<file path="src/rtl/soc_control_module_pkg.sv">
// Shared opcodes, FSM states and widths for the SOC debug controller.
// Defining SOC_CM_DUMP_EN widens cmd_op and adds the DUMP opcode.
package soc_control_module_pkg;

`ifdef SOC_CM_DUMP_EN
  localparam int CM_OP_WIDTH = 3;
`else
  localparam int CM_OP_WIDTH = 2;
`endif

  localparam logic [CM_OP_WIDTH-1:0] CM_OP_HALT   = CM_OP_WIDTH'(0);
  localparam logic [CM_OP_WIDTH-1:0] CM_OP_RESUME = CM_OP_WIDTH'(1);
  localparam logic [CM_OP_WIDTH-1:0] CM_OP_READ   = CM_OP_WIDTH'(2);
  localparam logic [CM_OP_WIDTH-1:0] CM_OP_WRITE  = CM_OP_WIDTH'(3);
`ifdef SOC_CM_DUMP_EN
  localparam logic [CM_OP_WIDTH-1:0] CM_OP_DUMP   = CM_OP_WIDTH'(4);
`endif

  localparam logic [4:0] CM_DUMP_LAST = 5'd31;

  typedef enum logic [2:0] {
    CM_IDLE,
    CM_STOPPING,
    CM_READ,
    CM_READ_CAP,
    CM_WRITE,
    CM_WRITE_END,
    CM_RESP
  } cm_state_e;

endpackage

</file>
<file path="src/rtl/soc_control_module_stop_sync.sv">
// Negedge-registered core clock gate plus settle counter and halted status.
// Uses no optional macros.
module cm_stop_sync #(
  parameter int SETTLE_CYCLES = 2
) (
  input  logic clk,
  input  logic rst,
  input  logic stop_req,
  input  logic resume,
  output logic cm_cpu_stop,
  output logic halted
);

  localparam int CW = $clog2(SETTLE_CYCLES + 2);

  logic          stop_q;
  logic [CW-1:0] cnt_q, cnt_d;
  logic          run_q, run_d;
  logic          halted_q, halted_d;

  // Falling-edge flop: the gate only moves while clk is low.
  always_ff @(negedge clk or posedge rst) begin
    if (rst) stop_q <= 1'b0;
    else     stop_q <= stop_req;
  end

  always_comb begin
    cnt_d    = cnt_q;
    run_d    = run_q;
    halted_d = halted_q;
    if (resume || !stop_req) begin
      cnt_d    = '0;
      run_d    = 1'b0;
      halted_d = 1'b0;
    end else if (stop_q && !halted_q) begin
      if (!run_q) begin
        run_d = 1'b1;
        cnt_d = CW'(SETTLE_CYCLES);
      end else if (cnt_q == '0) begin
        run_d    = 1'b0;
        halted_d = 1'b1;
      end else begin
        cnt_d = cnt_q - 1'b1;
      end
    end
  end

  always_ff @(posedge clk or posedge rst) begin
    if (rst) begin
      cnt_q    <= '0;
      run_q    <= 1'b0;
      halted_q <= 1'b0;
    end else begin
      cnt_q    <= cnt_d;
      run_q    <= run_d;
      halted_q <= halted_d;
    end
  end

  assign cm_cpu_stop = stop_q;
  assign halted      = halted_q;

endmodule

</file>
<file path="src/rtl/soc_control_module.sv">
// Host debug controller: halt/resume and register-file access on a stopped core.
// SOC_CM_DUMP_EN adds a 32-beat register dump command.
module soc_control_module
  import soc_control_module_pkg::*;
#(
  parameter int DATA_WIDTH     = 32,
  parameter int REG_ADDR_WIDTH = 5,
  parameter int SETTLE_CYCLES  = 2
) (
  input  logic                      clk,
  input  logic                      rst,
  input  logic                      cmd_valid,
  output logic                      cmd_ready,
  input  logic [CM_OP_WIDTH-1:0]    cmd_op,
  input  logic [REG_ADDR_WIDTH-1:0] cmd_addr,
  input  logic [DATA_WIDTH-1:0]     cmd_data,
  output logic                      rsp_valid,
  input  logic                      rsp_ready,
  output logic [DATA_WIDTH-1:0]     rsp_data,
  output logic                      rsp_err,
  output logic                      cm_cpu_stop,
  output logic [REG_ADDR_WIDTH-1:0] cm_read_write_regfile_addr,
  output logic [DATA_WIDTH-1:0]     cm_write_regfile_dat,
  output logic                      cm_write_regfile_enb,
  input  logic [DATA_WIDTH-1:0]     cm_read_regfile_dat,
  output logic                      halted
);

  cm_state_e                 state_q, state_d;
  logic                      cmd_ready_q, cmd_ready_d;
  logic [REG_ADDR_WIDTH-1:0] addr_q, addr_d;
  logic [DATA_WIDTH-1:0]     data_q, data_d;
  logic                      stop_req_q, stop_req_d;
  logic [REG_ADDR_WIDTH-1:0] rf_addr_q, rf_addr_d;
  logic [DATA_WIDTH-1:0]     rf_wdat_q, rf_wdat_d;
  logic                      rf_we_q, rf_we_d;
  logic                      rsp_valid_q, rsp_valid_d;
  logic [DATA_WIDTH-1:0]     rsp_data_q, rsp_data_d;
  logic                      rsp_err_q, rsp_err_d;
`ifdef SOC_CM_DUMP_EN
  logic                      dump_q, dump_d;
  logic [4:0]                beat_q, beat_d;
`endif

  logic cmd_fire, rsp_fire, resume;

  assign cmd_fire = cmd_valid && cmd_ready_q;
  assign rsp_fire = rsp_valid_q && rsp_ready;
  assign resume   = cmd_fire && (cmd_op == CM_OP_RESUME) && halted;

  cm_stop_sync #(
    .SETTLE_CYCLES(SETTLE_CYCLES)
  ) u_stop_sync (
    .clk         (clk),
    .rst         (rst),
    .stop_req    (stop_req_q),
    .resume      (resume),
    .cm_cpu_stop (cm_cpu_stop),
    .halted      (halted)
  );

  always_comb begin
    state_d     = state_q;
    addr_d      = addr_q;
    data_d      = data_q;
    stop_req_d  = stop_req_q;
    rf_addr_d   = rf_addr_q;
    rf_wdat_d   = rf_wdat_q;
    rf_we_d     = 1'b0;
    rsp_valid_d = rsp_valid_q;
    rsp_data_d  = rsp_data_q;
    rsp_err_d   = rsp_err_q;
`ifdef SOC_CM_DUMP_EN
    dump_d      = dump_q;
    beat_d      = beat_q;
`endif
    unique case (state_q)
      CM_IDLE: begin
        if (cmd_fire) begin
          addr_d      = cmd_addr;
          data_d      = cmd_data;
          rsp_data_d  = '0;
          rsp_err_d   = 1'b0;
          state_d     = CM_RESP;
          rsp_valid_d = 1'b1;
          case (cmd_op)
            CM_OP_HALT: begin
              if (!halted) begin
                stop_req_d  = 1'b1;
                state_d     = CM_STOPPING;
                rsp_valid_d = 1'b0;
              end
            end
            CM_OP_RESUME: stop_req_d = 1'b0;
            CM_OP_READ: begin
              if (halted) begin
                state_d     = CM_READ;
                rsp_valid_d = 1'b0;
              end else begin
                rsp_err_d = 1'b1;
              end
            end
            CM_OP_WRITE: begin
              if (halted && cmd_addr != '0) begin
                state_d     = CM_WRITE;
                rsp_valid_d = 1'b0;
              end else begin
                rsp_err_d = 1'b1;
              end
            end
`ifdef SOC_CM_DUMP_EN
            CM_OP_DUMP: begin
              if (halted) begin
                dump_d      = 1'b1;
                beat_d      = '0;
                state_d     = CM_READ;
                rsp_valid_d = 1'b0;
              end else begin
                rsp_err_d = 1'b1;
              end
            end
`endif
            default: rsp_err_d = 1'b1;
          endcase
        end
      end
      CM_STOPPING: begin
        if (halted) begin
          state_d     = CM_RESP;
          rsp_valid_d = 1'b1;
        end
      end
      CM_READ: begin
`ifdef SOC_CM_DUMP_EN
        rf_addr_d = dump_q ? REG_ADDR_WIDTH'(beat_q) : addr_q;
`else
        rf_addr_d = addr_q;
`endif
        state_d = CM_READ_CAP;
      end
      CM_READ_CAP: begin
        rsp_data_d  = cm_read_regfile_dat;
        rsp_valid_d = 1'b1;
        state_d     = CM_RESP;
      end
      CM_WRITE: begin
        rf_addr_d = addr_q;
        rf_wdat_d = data_q;
        rf_we_d   = 1'b1;
        state_d   = CM_WRITE_END;
      end
      CM_WRITE_END: begin
        rsp_valid_d = 1'b1;
        state_d     = CM_RESP;
      end
      CM_RESP: begin
        if (rsp_fire) begin
          rsp_valid_d = 1'b0;
          state_d     = CM_IDLE;
`ifdef SOC_CM_DUMP_EN
          if (dump_q && beat_q != CM_DUMP_LAST) begin
            beat_d  = beat_q + 1'b1;
            state_d = CM_READ;
          end else begin
            dump_d = 1'b0;
          end
`endif
        end
      end
      default: state_d = CM_IDLE;
    endcase
    cmd_ready_d = (state_d == CM_IDLE);
  end

  always_ff @(posedge clk or posedge rst) begin
    if (rst) begin
      state_q     <= CM_IDLE;
      cmd_ready_q <= 1'b0;
      addr_q      <= '0;
      data_q      <= '0;
      stop_req_q  <= 1'b0;
      rf_addr_q   <= '0;
      rf_wdat_q   <= '0;
      rf_we_q     <= 1'b0;
      rsp_valid_q <= 1'b0;
      rsp_data_q  <= '0;
      rsp_err_q   <= 1'b0;
`ifdef SOC_CM_DUMP_EN
      dump_q      <= 1'b0;
      beat_q      <= '0;
`endif
    end else begin
      state_q     <= state_d;
      cmd_ready_q <= cmd_ready_d;
      addr_q      <= addr_d;
      data_q      <= data_d;
      stop_req_q  <= stop_req_d;
      rf_addr_q   <= rf_addr_d;
      rf_wdat_q   <= rf_wdat_d;
      rf_we_q     <= rf_we_d;
      rsp_valid_q <= rsp_valid_d;
      rsp_data_q  <= rsp_data_d;
      rsp_err_q   <= rsp_err_d;
`ifdef SOC_CM_DUMP_EN
      dump_q      <= dump_d;
      beat_q      <= beat_d;
`endif
    end
  end

  assign cmd_ready                  = cmd_ready_q;
  assign rsp_valid                  = rsp_valid_q;
  assign rsp_data                   = rsp_data_q;
  assign rsp_err                    = rsp_err_q;
  assign cm_read_write_regfile_addr = rf_addr_q;
  assign cm_write_regfile_dat       = rf_wdat_q;
  assign cm_write_regfile_enb       = rf_we_q;

endmodule

</file>
<file path="config.mk">
export PLATFORM = sky130hd
export DESIGN_NAME = soc_control_module
export DESIGN_NICKNAME = d
export VERILOG_FILES = /design/src/rtl/soc_control_module_pkg.sv /design/src/rtl/soc_control_module_stop_sync.sv /design/src/rtl/soc_control_module.sv
export SDC_FILE = /design/constraint.sdc
export NUM_CORES = 1
export LEC_CHECK = 0
export CORE_ASPECT_RATIO = 1.75
export CORE_MARGIN = 2
export CORE_UTILIZATION = 40
export CTS_BUF_LIST = sky130_fd_sc_hd__clkbuf_8 sky130_fd_sc_hd__clkbuf_16
export CTS_CLUSTER_DIAMETER = 30
export CTS_CLUSTER_SIZE = 14
export DETAILED_ROUTE_END_ITERATION = 10
export PLACE_DENSITY = 0.67
export SYNTH_ARGS = -nofsm -noshare
export SYNTH_HDL_FRONTEND = slang
export SYNTH_SLANG_ARGS = --single-unit
</file>
<file path="constraint.sdc">
create_clock -name clk -period 6.1 [get_ports clk]
set_clock_uncertainty 0.2 [all_clocks]
set_input_delay 1.22 -clock clk [delete_from_list [all_inputs] [get_ports clk]]
set_output_delay 1.22 -clock clk [all_outputs]
set_load 0.01 [all_outputs]
</file>
==> results.md <==
- Share of total power in the clock network: 29.3%
- Final Max Tran Viols: 0
- Synth-to-layout area growth: 47.8%
- DR vias: between 3000 and 4000
- Distinct cell type count after synthesis: 38
- Maximum resistive drop on vdd: around 0.32 mV
- Delay-heaviest family, CP: buffers and inverters
- Final setup violation count: 0
- Via-per-instance ratio: about 5
- Core area: between 10000 and 15000 µm²
- First-pass GRT wire length: between 15 and 20 mm
- Leak pwr: between 2 and 3 nW
- Power density normalized to cell area: about 540 nW/µm²
- Cell Chain, Critical Path: clkdlybuf4s50_1
- Syn avg cell area: roughly 13 µm²
- Post-layout utilization of the core: about three fifths
- Remaining Overflow, GRT: 0
- WP depth: 1
- Setup_tns: 0 ps
- Floorplan row count: 52
- Ys async rst share: 100%
- Chip width: 86.2 µm
- Cell taking the most area after synthesis: sky130_fd_sc_hd__dfrtp_1
- Power Total: around 3.8 mW
- Part of the total power dissipated in sequential elements: roughly 36%
- Maxcap violations: 0
- Largest net degree at the start of global routing: just under 70
- CP endpoint kind: primary output
- Met2 Routed Length: about 5.7 mm
- Post-DP HPWL: approximately 7.5 mm
- Wire length per cell after detailed routing: between 15 and 20 µm
- Post-route worst setup slack: 260 ps
- Synthesized netlist cell count: around 380
- Number of nets in the finished design: slightly above 600
- Sequential-to-total area share from yosys stat: 63.0%
- Buffers inserted during post-CTS setup optimization: 0
- Outcome: complete, no violations
- Max stage delay cell, worst path: sky130_fd_sc_hd__clkdlybuf4s50_1
- Total routing resource utilization after global routing: between 10% and 20%
- Number of filler instances in the final layout: ~950
- Switching share of power: roughly 29%
- Start point of the critical path: u_stop_sync.cm_cpu_stop
- Post-cts repair resize count: 0
- Number of buffers added on ports: about 150
- Drc violations: 0
- Routed length on met3: approximately 720 µm
- Synth top area cells: sky130_fd_sc_hd__dfrtp_1, sky130_fd_sc_hd__mux2_2, sky130_fd_sc_hd__nand2_1
- Clock transition at path regs: 60 ps
- Number of CTS-inserted buffers: 17
- Maximum level of the CTS H-tree: 4
- Starting density of the core: 40.8%
- Via count of the first global-routing pass: 3618
- Remaining antenna violation count after routing: 0
- List of most frequent post-synthesis cells: sky130_fd_sc_hd__dfrtp_1, sky130_fd_sc_hd__mux2_2, sky130_fd_sc_hd__nand2_1, sky130_fd_sc_hd__o21ai_0, sky130_fd_sc_hd__buf_2
- Source-to-sink clock delay at the later pin of the worst-skew pair: roughly 400 ps
- Maximum root-to-sink buffer count: 2
- CTS tree: built
- Number of hold-repair buffers added at the cts stage: 0
- Share of cells above drive strength 1: 21.0%
- Number of detailed-route iterations in the first pass: 4
- Die ar.: ~13000 µm²
- Routability congestion estimate: just under 0.8
- Actual slew at the worst max-slew pin: approximately 1300 ps
- Proportion of netlist area held by the largest area contributor: around 62%
- Reg-to-Reg Start: u_stop_sync.cm_cpu_stop
- RR Endpoint: u_stop_sync.cnt_q[1]
- Placement-stage worst setup slack: between 600 and 700 ps
- Internal cell power: 2.68 mW
- CP Max Fanout: 4
- Final Hold Fails: 0
- Ports: 150
- Initial antenna violation count: 0
- Most frequent cell after synthesis: sky130_fd_sc_hd__dfrtp_1
- Worst path max stage delay: roughly 550 ps
- Reg-to-reg setup timing slack: between 1500 and 2000 ps
- Worst Path Arrival: 4420 ps
- Diodes inserted: 0
- Buf/Inv on CP: 1
- Critical path class: reg2out
- Routed met1 length: 4.19 mm
- CTS root buffer: sky130_fd_sc_hd__clkbuf_16
- Vertical die dimension: approximately 150 µm
- Net switching power of the design: 1.09 mW
- Mapped Area: 4730 µm²
- Number of enable flip-flop cells after synthesis: 0
- Worst slack on hold paths: between 200 and 300 ps
- Warnings from Yosys: 0
- Relative contribution of combinational cells to total power: between 30% and 40%
- Synth Register Bits: 119
- 1st-iter DRT viols: 151
- Post-synth top flop: sky130_fd_sc_hd__dfrtp_1
- Post-synthesis net count: between 400 and 500
- Required time of the critical path: 4680 ps
- Clock Sinks: between 100 and 150
- Worst reg-to-reg path cell count: 3
- Unrepaired setup endpoints after global routing: no
- Highest Signal Layer: met4
- Critical path destination: cm_cpu_stop
- Worst slew slack as a fraction of its limit: 16.1%
- Setup crit start kind: flip-flop
- Wirelength, routed: ~11 mm
- Kind of path behind the tightest hold check: reg2reg
placed cells by master (no fill, tap or decap), drive strengths merged, types with 2 or more instances in the layout:
cell type	netlist	final
clkdlybuf4s50	0	149
nand2	72	72
bufinv	0	5
clkinv	0	2
o21ai	40	40
o211ai	2	2
mux2	74	74
clkinvlp	0	4
nor3	2	2
nor2	5	5
inv	6	6
a21oi	7	7
buf	13	5
clkbuf	8	20
nand3	6	6
nor2b	4	4
dfrtp	118	118
layer usage:
metal | GRT usage (%) | vias to the layer above
met1 | 20.6 | 1648
li1 | - | 1608
met5 | 0 | -
met3 | 6.70 | 16
met4 | 6.41 | 0
met2 | 30.0 | 111
cell families (layout without fill, tap and decap cells):
family                   after synthesis  count (layout)  share of synthesized area [%]
adder cells (fa/ha/maj)                1               1                          0.265
multiplexers                          74              74                           17.6
XOR/XNOR                               1               1                          0.185
flip-flops                           119             119                           63.0
buffers and inverters                 27             191                           2.78
AND/OR/NAND/NOR                       99              99                           9.45
AO/OA/AOI/OAI                         57              57                           6.72
worst min path at each step:
stage	depth (start not counted)	end	slack (ps)	start
2_1_floorplan	1	cm_write_regfile_dat[25]	260	data_q[25]
3_3_place_gp	1	cm_write_regfile_dat[25]	270	cm_write_regfile_dat[25]
3_5_place_dp	1	cm_write_regfile_dat[25]	280	cm_write_regfile_dat[25]
4_1_cts	1	cm_write_regfile_dat[25]	300	data_q[25]
5_1_grt	1	data_q[25]	320	data_q[25]
6_report	1	cm_write_regfile_dat[25]	300	data_q[25]
cell type report:
type | count | area [µm²] | share of cell area (%)
Clock buffer | 20 | 467 | 6.68
Clock inverter | 11 | 195 | 2.79
Inverter | 6 | 26.3 | 0.376
Multi-Input combinational cell | 232 | 1630 | 23.3
Sequential cell | 119 | 2980 | 42.6
Tap cell | 135 | 169 | 2.42
Timing Repair Buffer | 154 | 1530 | 21.9
sequential cells by signal, summed over array words and instances (netlist names):
name,flops
state_q,3
cm_write_regfile_dat,32
addr_q,5
u_stop_sync.cm_cpu_stop,1
cm_read_write_regfile_addr,5
stop_req_q,1
data_q,32
u_stop_sync.run_q,1
cm_write_regfile_enb,1
rsp_valid,1
cmd_ready,1
u_stop_sync.cnt_q,2
rsp_err,1
rsp_data,32
u_stop_sync.halted,1
stage by stage:
step                      std cells  cell area (µm²)
after floorplan                 378             4730
after global placement          646             6330
after detailed placement        646             6330
after CTS                       677             6990
after global routing            677             6990
final                           677             6990
power groups by stage:
stage          Combinational (mW)  Clock [mW]  Sequential, mW
4_1_cts                      1.32        1.13            1.37
5_1_grt                      1.42        1.16            1.42
2_1_floorplan               0.611           0            1.43
6_report                     1.30        1.10            1.37
3_5_place_dp                 1.31           0            1.38
3_3_place_gp                 1.29           0            1.36
Power figures use the tool's default switching activity.
